### src/rtl/dbg_pkg.sv
// Shared state encoding, mode constants and sizing helpers for the register-file dump engine.
package dbg_pkg;

  typedef enum logic [2:0] {
    IDLE,
    HALT,
    LOAD,
    WAIT_STEP,
    SEND,
    DONE
  } dump_state_t;

  localparam logic MODE_STREAM = 1'b0;
  localparam logic MODE_STEP   = 1'b1;

  function automatic int calc_chunks(input int xlen, input int out_w);
    return xlen / out_w;
  endfunction

  // Counter width that stays legal when only one value is needed.
  function automatic int cnt_width(input int n);
    return (n > 1) ? $clog2(n) : 1;
  endfunction

endpackage

### src/rtl/dump_serializer.sv
// Splits one register value into OUT_W-bit chunks, most-significant chunk first.
// Parallel load, shift-left per accepted chunk, and a down-counter flagging the final chunk.
module dump_serializer
  import dbg_pkg::*;
#(
  parameter int XLEN  = 32,
  parameter int OUT_W = 8
) (
  input  logic             clk,
  input  logic             resetn,
  input  logic             clr,
  input  logic             load,
  input  logic             shift,
  input  logic [XLEN-1:0]  load_data,
  output logic [OUT_W-1:0] chunk,
  output logic             last_chunk
);

  localparam int CHUNKS = calc_chunks(XLEN, OUT_W);
  localparam int CW     = cnt_width(CHUNKS);

  logic [XLEN-1:0] shreg;
  logic [CW-1:0]   cnt;

  always_ff @(posedge clk or negedge resetn) begin
    if (!resetn) begin
      shreg <= '0;
      cnt   <= '0;
    end else if (clr) begin
      shreg <= '0;
      cnt   <= '0;
    end else if (load) begin
      shreg <= load_data;
      cnt   <= CW'(CHUNKS - 1);
    end else if (shift) begin
      shreg <= shreg << OUT_W;
      cnt   <= cnt - CW'(1);
    end
  end

  assign chunk      = shreg[XLEN-1 -: OUT_W];
  assign last_chunk = (cnt == '0);

endmodule

### src/rtl/regfile_dump_ctrl.sv
// Freezes the core, reads each architectural register over the debug port and streams it out
// in OUT_W-bit chunks on a valid/ready interface, either free-running or one chunk per step pulse.
module regfile_dump_ctrl
  import dbg_pkg::*;
#(
  parameter int NREGS   = 32,
  parameter int XLEN    = 32,
  parameter int OUT_W   = 8,
  parameter int SKIP_X0 = 0
) (
  input  logic                     clk,
  input  logic                     resetn,
  input  logic                     start,
  input  logic                     mode,
  input  logic                     step,
  input  logic                     abort,
  output logic                     halt_req,
  input  logic                     halt_ack,
  output logic [$clog2(NREGS)-1:0] rf_rd_addr,
  input  logic [XLEN-1:0]          rf_rd_data,
  output logic                     out_valid,
  input  logic                     out_ready,
  output logic [OUT_W-1:0]         out_data,
  output logic [$clog2(NREGS)-1:0] out_idx,
  output logic                     out_last,
  output logic                     busy
);

  localparam int AW = $clog2(NREGS);
  localparam logic [AW-1:0] FIRST_IDX = (SKIP_X0 != 0) ? AW'(1) : AW'(0);
  localparam logic [AW-1:0] LAST_IDX  = AW'(NREGS - 1);

  if (XLEN % OUT_W != 0) begin : g_bad_width
    $error("regfile_dump_ctrl: XLEN must be a multiple of OUT_W");
  end

  dump_state_t   state;
  logic          mode_q;
  logic [AW-1:0] idx;
  logic          last_chunk;
  logic          ser_load;
  logic          ser_shift;
  logic          accept;

  assign accept    = out_valid && out_ready;
  assign ser_load  = (state == LOAD) && !abort;
  assign ser_shift = accept && !last_chunk && !abort;

  dump_serializer #(
    .XLEN  (XLEN),
    .OUT_W (OUT_W)
  ) u_ser (
    .clk        (clk),
    .resetn     (resetn),
    .clr        (abort),
    .load       (ser_load),
    .shift      (ser_shift),
    .load_data  (rf_rd_data),
    .chunk      (out_data),
    .last_chunk (last_chunk)
  );

  // Output flags are registered alongside the state so they change on the same edge.
  always_ff @(posedge clk or negedge resetn) begin
    if (!resetn) begin
      state     <= IDLE;
      mode_q    <= MODE_STREAM;
      idx       <= '0;
      halt_req  <= 1'b0;
      out_valid <= 1'b0;
      busy      <= 1'b0;
    end else if (abort) begin
      state     <= IDLE;
      idx       <= '0;
      halt_req  <= 1'b0;
      out_valid <= 1'b0;
      busy      <= 1'b0;
    end else begin
      case (state)
        IDLE: begin
          if (start) begin
            mode_q   <= mode;
            idx      <= FIRST_IDX;
            state    <= HALT;
            halt_req <= 1'b1;
            busy     <= 1'b1;
          end
        end
        HALT: begin
          if (halt_ack) begin
            state <= LOAD;
          end
        end
        LOAD: begin
          if (mode_q == MODE_STEP) begin
            state <= WAIT_STEP;
          end else begin
            state     <= SEND;
            out_valid <= 1'b1;
          end
        end
        WAIT_STEP: begin
          if (step) begin
            state     <= SEND;
            out_valid <= 1'b1;
          end
        end
        SEND: begin
          if (accept) begin
            if (!last_chunk) begin
              if (mode_q == MODE_STEP) begin
                state     <= WAIT_STEP;
                out_valid <= 1'b0;
              end
            end else if (idx == LAST_IDX) begin
              state     <= DONE;
              out_valid <= 1'b0;
              halt_req  <= 1'b0;
            end else begin
              idx       <= idx + AW'(1);
              state     <= LOAD;
              out_valid <= 1'b0;
            end
          end
        end
        DONE: begin
          state <= IDLE;
          busy  <= 1'b0;
        end
        default: begin
          state     <= IDLE;
          halt_req  <= 1'b0;
          out_valid <= 1'b0;
          busy      <= 1'b0;
        end
      endcase
    end
  end

  assign rf_rd_addr = idx;
  assign out_idx    = idx;
  assign out_last   = out_valid && last_chunk && (idx == LAST_IDX);

endmodule

### config.mk
export PLATFORM = sky130hd
export DESIGN_NAME = regfile_dump_ctrl
export DESIGN_NICKNAME = d
export VERILOG_FILES = /design/src/rtl/dbg_pkg.sv /design/src/rtl/dump_serializer.sv /design/src/rtl/regfile_dump_ctrl.sv
export SDC_FILE = /design/constraint.sdc
export NUM_CORES = 1
export LEC_CHECK = 0
export CAP_MARGIN = 20
export CORE_AREA = 4 4 96 98
export CTS_CLUSTER_DIAMETER = 80
export DETAILED_ROUTE_END_ITERATION = 12
export DIE_AREA = 0 0 100 102
export PLACE_DENSITY = 0.53
export SETUP_SLACK_MARGIN = 0.4
export SLEW_MARGIN = 40
export SYNTH_ARGS = -nofsm -noshare
export SYNTH_HDL_FRONTEND = slang
export SYNTH_SLANG_ARGS = --single-unit
### constraint.sdc
create_clock -name clk -period 4.4 [get_ports clk]
set_input_delay 0.44 -clock clk [delete_from_list [all_inputs] [get_ports clk]]
set_output_delay 0.44 -clock clk [all_outputs]
set_load 0.01 [all_outputs]
==> results of run 1 <==
[stage by stage]
step	worst slack (ns)	hold WS [ns]	power, mW
floorplan	2.38	0.144	0.994
global placement	1.90	0.514	1.15
detailed placement	1.80	0.490	1.16
CTS	1.86	0.155	1.43
global route	1.74	0.161	1.52
finish	1.88	0.120	1.41
[Yosys cell counts (all sizes together), types with 2 or more instances]
cell,number
dfrtp,46
nor2,38
mux2i,27
a211oi,25
buf,20
clkbuf,10
a22oi,8
inv,7
a21oi,5
nand2,5
ha,4
nand2b,4
nand3b,4
o21ai,4
nand3,3
o22ai,3
a22o,2
a31oi,2
and2,2
and3,2
mux2,2
nand4,2
[how the worst max path moves through the flow]
stage / depth (start not counted) / endpoint / startpoint / slack, ns
after global placement: 5 / u_ser.shreg[8] / out_ready / 1.90
after detailed placement: 5 / u_ser.shreg[8] / out_ready / 1.80
after CTS: 5 / out_last / out_idx[0] / 1.86
after floorplan: 7 / out_idx[0] / out_idx[0] / 2.38
after global routing: 5 / out_last / out_idx[1] / 1.74
final: 5 / out_last / out_idx[1] / 1.88
[kinds of logic (layout without fill, tap and decap cells)]
kind of cell,count (synthesis),count (layout)
simple gates,64,64
compound gates,59,59
fa+ha+maj,4,4
xor+xnor,1,1
mux,29,29
buf+inv,37,80
flops,46,46
[where the power goes]
part	leakage [nW]	switching [mW]	internal, mW
clock	0.0452	0.152	0.112
combinational	0.770	0.253	0.256
sequential	0.627	0.108	0.531
total	1.44	0.513	0.900
[layer usage]
metal / GRT usage, % / up-vias / part of all wire [%]
met5: 0 / - / 0
met4: 3.63 / 0 / 1.4
met2: 18.3 / 34 / 47
met3: 2.94 / 5 / 3.7
li1: - / 946 / -
met1: 15.8 / 921 / 48
[registers in the layout (all words and copies together), names as in the netlist]
| name | cells |
|---|---|
| u_ser.cnt | 2 |
| u_ser.shreg | 32 |
| halt_req | 1 |
| out_valid | 1 |
| out_idx | 5 |
| mode_q | 1 |
| busy | 1 |
| state | 3 |
[cell usage in the layout, fill, tap and decap left out, drive strengths merged, types with 4 or more instances in the layout]
master | synthesis | layout
clkdlybuf4s50 | 0 | 60
dfrtp | 46 | 46
nor2 | 38 | 38
mux2i | 27 | 27
a211oi | 25 | 25
a22oi | 8 | 8
inv | 7 | 7
clkbuf | 10 | 6
nand2 | 5 | 5
a21oi | 5 | 5
buf | 20 | 5
nand2b | 4 | 4
nand3b | 4 | 4
o21ai | 4 | 4
ha | 4 | 4
[cell type report]
class | count | area share (%)
flip-flops and latches | 46 | 36.8
multi-input cells | 157 | 34.7
repair buffers | 65 | 20.5
well taps | 108 | 4.32
clock buffers | 6 | 2.32
inverters | 7 | 0.840
clock inverters | 2 | 0.440
[worst max-delay path, delay by kind of cell, from the launching register on]
family                   cells  cell delay, ns
flip-flops                   1            0.44
buffers and inverters        1            0.54
AND/OR/NAND/NOR              2            0.36
adder cells (fa/ha/maj)      2            0.44
==> qor.yml, run 1 <==
dp_hpwl_mm: 4.06
gr-total-overflow: 0
required_ns: 3.96
floorplan.initialDensity_pct: 28.9
mappedNetlistNets: 284
final_core_utilization_pct: 36.9
critical_path.max_fanout: 6
library_cell_with_the_largest_summed_area_after_synthesis: "dfrtp_1"
postSynthAreaPerCell_um2: 10.2
yosysWarnings: 0
finalMaxSlewViolations: 0
finalSetupViolations: 0
fp.dieH_um: 102
multiplexer_share_of_the_synthesized_area_pct: 12.0
drive_gt1_share_pct: 5.30
standard_cell_area_after_detailed_placement_mm2: 0.00303
drtIter0Drc: 121
period_share_pct: 57.2
syn_inst: 240
finalNonFillerCells: 391
num_io_pins: 62
route.detailed.drc: 0
clock_network_latency_to_the_later_pin_of_the_worst_skew_pair_ns: 0.30
clk_transition_reported_paths_ns: 0.09
total_wirelength_of_the_detailed_routed_design_mm: 5.84
crit-reg2reg-launch: "out_idx[0]"
yosys.area_share.simple_pct: 12.6
maximum_clock_rate_mhz: 397
sequential_cell_area_mm2: 0.00115
routedWlPerCell_um: 14.9
slowest_delay_ns: 0.54
drt_first_pass_iters: 4
vias_in_the_first_global_route: 1853
clock_tree_from_tritoncts: "done"
worst_ep_arrival_time_ns: 2.08
synth_top_family_by_area: "compound AO/OA/AOI/OAI gates"
ant_nets: 0
post_synth_num_cell_types: 40
regToRegSetupSlack_ns: 2.19
multi_input_area_mm2: 0.00109
cts-root-to-sink-buffers: 2
ys_seq_elements: 46
grt_pass1_wl_mm: 9.54
antenna_violations_before_repair: 0
drv_cap: 0
timing.clock.skew_ns: 0.00914
synth-main-ff-cell: "dfrtp_1"
route.detailed.vias_per_inst: 4.87
synth_compound_gate_area_share_pct: 17.4
synth.yosys.seq_area_share_pct: 47.0
synth-edff-count: 0
rsz_0062_raised_after_global_routing: "no"
worst_min_delay_path_category: "in -> async"
flow.area_growth_from_synthesis_pct: 27.8
finalNetCount: 326
fillCellCount: 876
die-width_um: 100
status: "finished clean"
synth_fa_ha_area_share_pct: 2.04
static-leakage-power_nw: 1.44
root_buffer: "clkbuf_8"
vdd_drop_max_mv: 0.191
critical_path.cell_chain: "ha_1, and3_1, ha_1, and3_1, clkdlybuf4s50_1"
diodes: 0
postCtsResizedCells: 0
syn-cell-area_mm2: 0.00245
maxSlewHeadroom_pct: 60.5
post_synth_xor_area_fraction_pct: 0.358
floorplan.rows: 34
place.gp.congestion: 0.758
post-place-cells: 382
reg2reg_to: "out_idx[0]"
route.vias.total: 1906
design.core.area_mm2: 0.00847
synth_top_area_share_pct: 47.0
cts_hold_repair.buffers: 0
crit_path_start_kind: "register"
path_class: "reg -> out"
power_per_cell_area_mw_per_mm2: 452
post-cts-setup-buffers: 0
share_of_async_settable_or_async_resettable_flops_after_synthesis_pct: 100
clkSinkCount: 46
synth_area_leaders: "dfrtp_1 47%, mux2i_1 11%, a211oi_1 7.7%"
final_period_minus_worst_setup_slack_ns: 2.52
postLayoutCellArea_mm2: 0.00313
cts_max_level: 2
design.die.area_mm2: 0.0102
tightest_slew_ns: 0.593
grt_max_degree: 52
finalSetupTns_ns: 0
end_kind: "output port"
cts_buffer_count: 5
r2r.worst_path.cells: 7
critical-path-slowest-cell: "clkdlybuf4s50_1"
global_route.usage.total_pct: 11.6
io_buffer_count: 61
timing.final.hold_violations: 0
Power figures use the tool's default switching activity.
==> inputs of run 2 (changes only) <==
--- a/config.mk
+++ b/config.mk
@@ -10,7 +10,7 @@
 export CTS_CLUSTER_DIAMETER = 80
 export DETAILED_ROUTE_END_ITERATION = 12
 export DIE_AREA = 0 0 100 102
-export PLACE_DENSITY = 0.53
+export PLACE_DENSITY = 0.55
 export SETUP_SLACK_MARGIN = 0.4
 export SLEW_MARGIN = 40
 export SYNTH_ARGS = -nofsm -noshare
==> constraint.sdc (replaced) <==
create_clock -name clk -period 2.25 [get_ports clk]
set_input_delay 0.225 -clock clk [delete_from_list [all_inputs] [get_ports clk]]
set_output_delay 0.225 -clock clk [all_outputs]
set_load 0.01 [all_outputs]
==> run 2 against run 1 <==
  * Via count up 2.1%
  * Clock power rose by 83%
  * Final cell count up 2.8%
  * Highest routed layer unchanged
==> qor.yml, run 2 (synthesis gave the netlist of run 1 again) <==
rsz_0062_raised_after_global_routing: "yes"
diodes: 0  # unchanged
post-place-cells: 387  # +1.3%
route.detailed.vias_per_inst: 4.84  # -0.70%
maxSlewHeadroom_pct: 60.9  # +0.48 points
num_io_pins: 62  # unchanged
vias_in_the_first_global_route: 1929  # +4.1%
cts_buffer_count: 5  # unchanged
finalMaxSlewViolations: 0  # unchanged
critical_path.max_fanout: 3  # -3
io_buffer_count: 61  # unchanged
cts-root-to-sink-buffers: 2  # unchanged
antenna_violations_before_repair: 0  # unchanged
top_register: "u_ser.shreg"
fp.dieH_um: 102  # unchanged
required_ns: 2.43  # -1.53 ns
path_class: "reg -> reg"
worst_ep_arrival_time_ns: 2.16  # +0.08 ns
static-leakage-power_nw: 1.50  # +3.6%
gr-total-overflow: 0  # unchanged
cts_max_level: 2  # unchanged
largest_reg_flops: 32  # unchanged
floorplan.rows: 34  # unchanged
drt_first_pass_iters: 4  # unchanged
routedWlPerCell_um: 15.0  # +0.56%
power_per_cell_area_mw_per_mm2: 846  # +87%
clk_transition_reported_paths_ns: 0.09  # about the same
design.core.area_mm2: 0.00847  # unchanged
dp_hpwl_mm: 4.33  # +6.6%
final_period_minus_worst_setup_slack_ns: 1.98
standard_cell_area_after_detailed_placement_mm2: 0.00312  # +3.1%
grt_pass1_wl_mm: 10.1  # +5.5%
tightest_slew_ns: 0.586  # -0.00715 ns
mostFrequentLayoutCell: "clkdlybuf4s50_1"
finalSetupViolations: 0  # unchanged
postLayoutCellArea_mm2: 0.00327  # +4.7%
crit_path_start_kind: "register"
finalNonFillerCells: 402  # +2.8%
place.gp.congestion: 0.818  # +7.9%
flow.area_growth_from_synthesis_pct: 33.8
worst_min_delay_path_category: "in -> async"
total_wirelength_of_the_detailed_routed_design_mm: 6.04  # +3.4%
root_buffer: "clkbuf_8"
status: "finished clean"
vdd_drop_max_mv: 0.383  # +100%
timing.clock.skew_ns: 0.0117  # +0.00255 ns
die-width_um: 100  # unchanged
drtIter0Drc: 70  # -42%
most-common-layout-cells: "59 x clkdlybuf4s50_1, 44 x dfrtp_1, 38 x nor2_1"
drv_cap: 0  # unchanged
clock_network_latency_to_the_later_pin_of_the_worst_skew_pair_ns: 0.30  # about the same
clock_tree_from_tritoncts: "done"
timing.final.hold_violations: 0  # unchanged
holdWs_ns: 0.451  # +0.331 ns
finalNetCount: 338  # +3.7%
grt_max_degree: 47  # -9.6%
ant_nets: 0  # unchanged
maximum_clock_rate_mhz: 506
floorplan.initialDensity_pct: 28.9  # unchanged
route.vias.total: 1946  # +2.1%
global_route.usage.total_pct: 12.2  # +0.59 points
clkSinkCount: 46  # unchanged
end_kind: "register"
drive_gt1_share_pct: 11.2  # +5.9 points
period_share_pct: 87.9
design.die.area_mm2: 0.0102  # unchanged
finalSetupTns_ns: 0  # unchanged
route.detailed.drc: 0  # unchanged
fillCellCount: 849  # -3.1%
-- run 2: per-stage QoR --
step | utilization (%) | setup slack, ns | power (mW)
2_1_floorplan | - | 0.285 | 1.94
3_3_place_gp | 36.9 | 0.239 | 2.27
3_5_place_dp | 36.9 | 0.168 | 2.29
4_1_cts | 38.5 | 0.280 | 2.80
5_1_grt | 38.7 | 0.195 | 3.00
6_report | 38.7 | 0.272 | 2.77
-- run 2: worst paths after layout --
check,depth (start not counted),startpoint,slack (ns),to
min,2,resetn,0.45,u_ser.shreg[15]
min reg2reg,2,u_ser.shreg[1],0.54,u_ser.shreg[1]
max reg2reg,7,out_idx[0],0.27,out_idx[0]
min in group clk,3,rf_rd_data[14],0.51,u_ser.shreg[14]
max,7,out_idx[0],0.27,out_idx[0]
max in group asynchronous,3,resetn,1.26,u_ser.cnt[0]
-- run 2: final cells by class --
type	instances	area, µm²	share of cell area, %
Clock buffer	6	72.6	2.22
Clock inverter	1	7.51	0.229
Inverter	7	26.3	0.802
Multi-Input combinational cell	157	1130	34.4
Sequential cell	46	1150	35.2
Tap cell	108	135	4.13
Timing Repair Buffer	77	752	23.0
-- run 2: worst max-delay path, stage by stage, from the launching register on --
cell and delay [ns]:
dfrtp_2 0.43, ha_4 0.16, and3_4 0.18, ha_4 0.15, and4b_1 0.27, mux2i_2 0.10, o31a_1 0.30, mux2_4 0.27
-- run 2: metal layers --
layer / track usage (%) / part of all wire, %
met1: 17.4 / 49
met3: 2.59 / 3.3
met4: 4.15 / 1.9
met5: 0 / 0
met2: 18.5 / 46
-- run 2: report_power, final --
group | total, mW | leakage (nW) | switching (mW) | internal [mW]
Combinational | 1.05 | 0.834 | 0.516 | 0.532
Sequential | 1.24 | 0.624 | 0.198 | 1.04
Clock | 0.486 | 0.0373 | 0.273 | 0.213
-- run 2: what timing repair did --
action / in CTS / in global routing
pin swaps: 3 / 1
hold endpoints to repair: 23 / 0
setup buffers: 5 / 2
gates resized for setup: 4 / 4
hold buffers: 1 / 0
endpoints found under the setup margin: 16 / 11
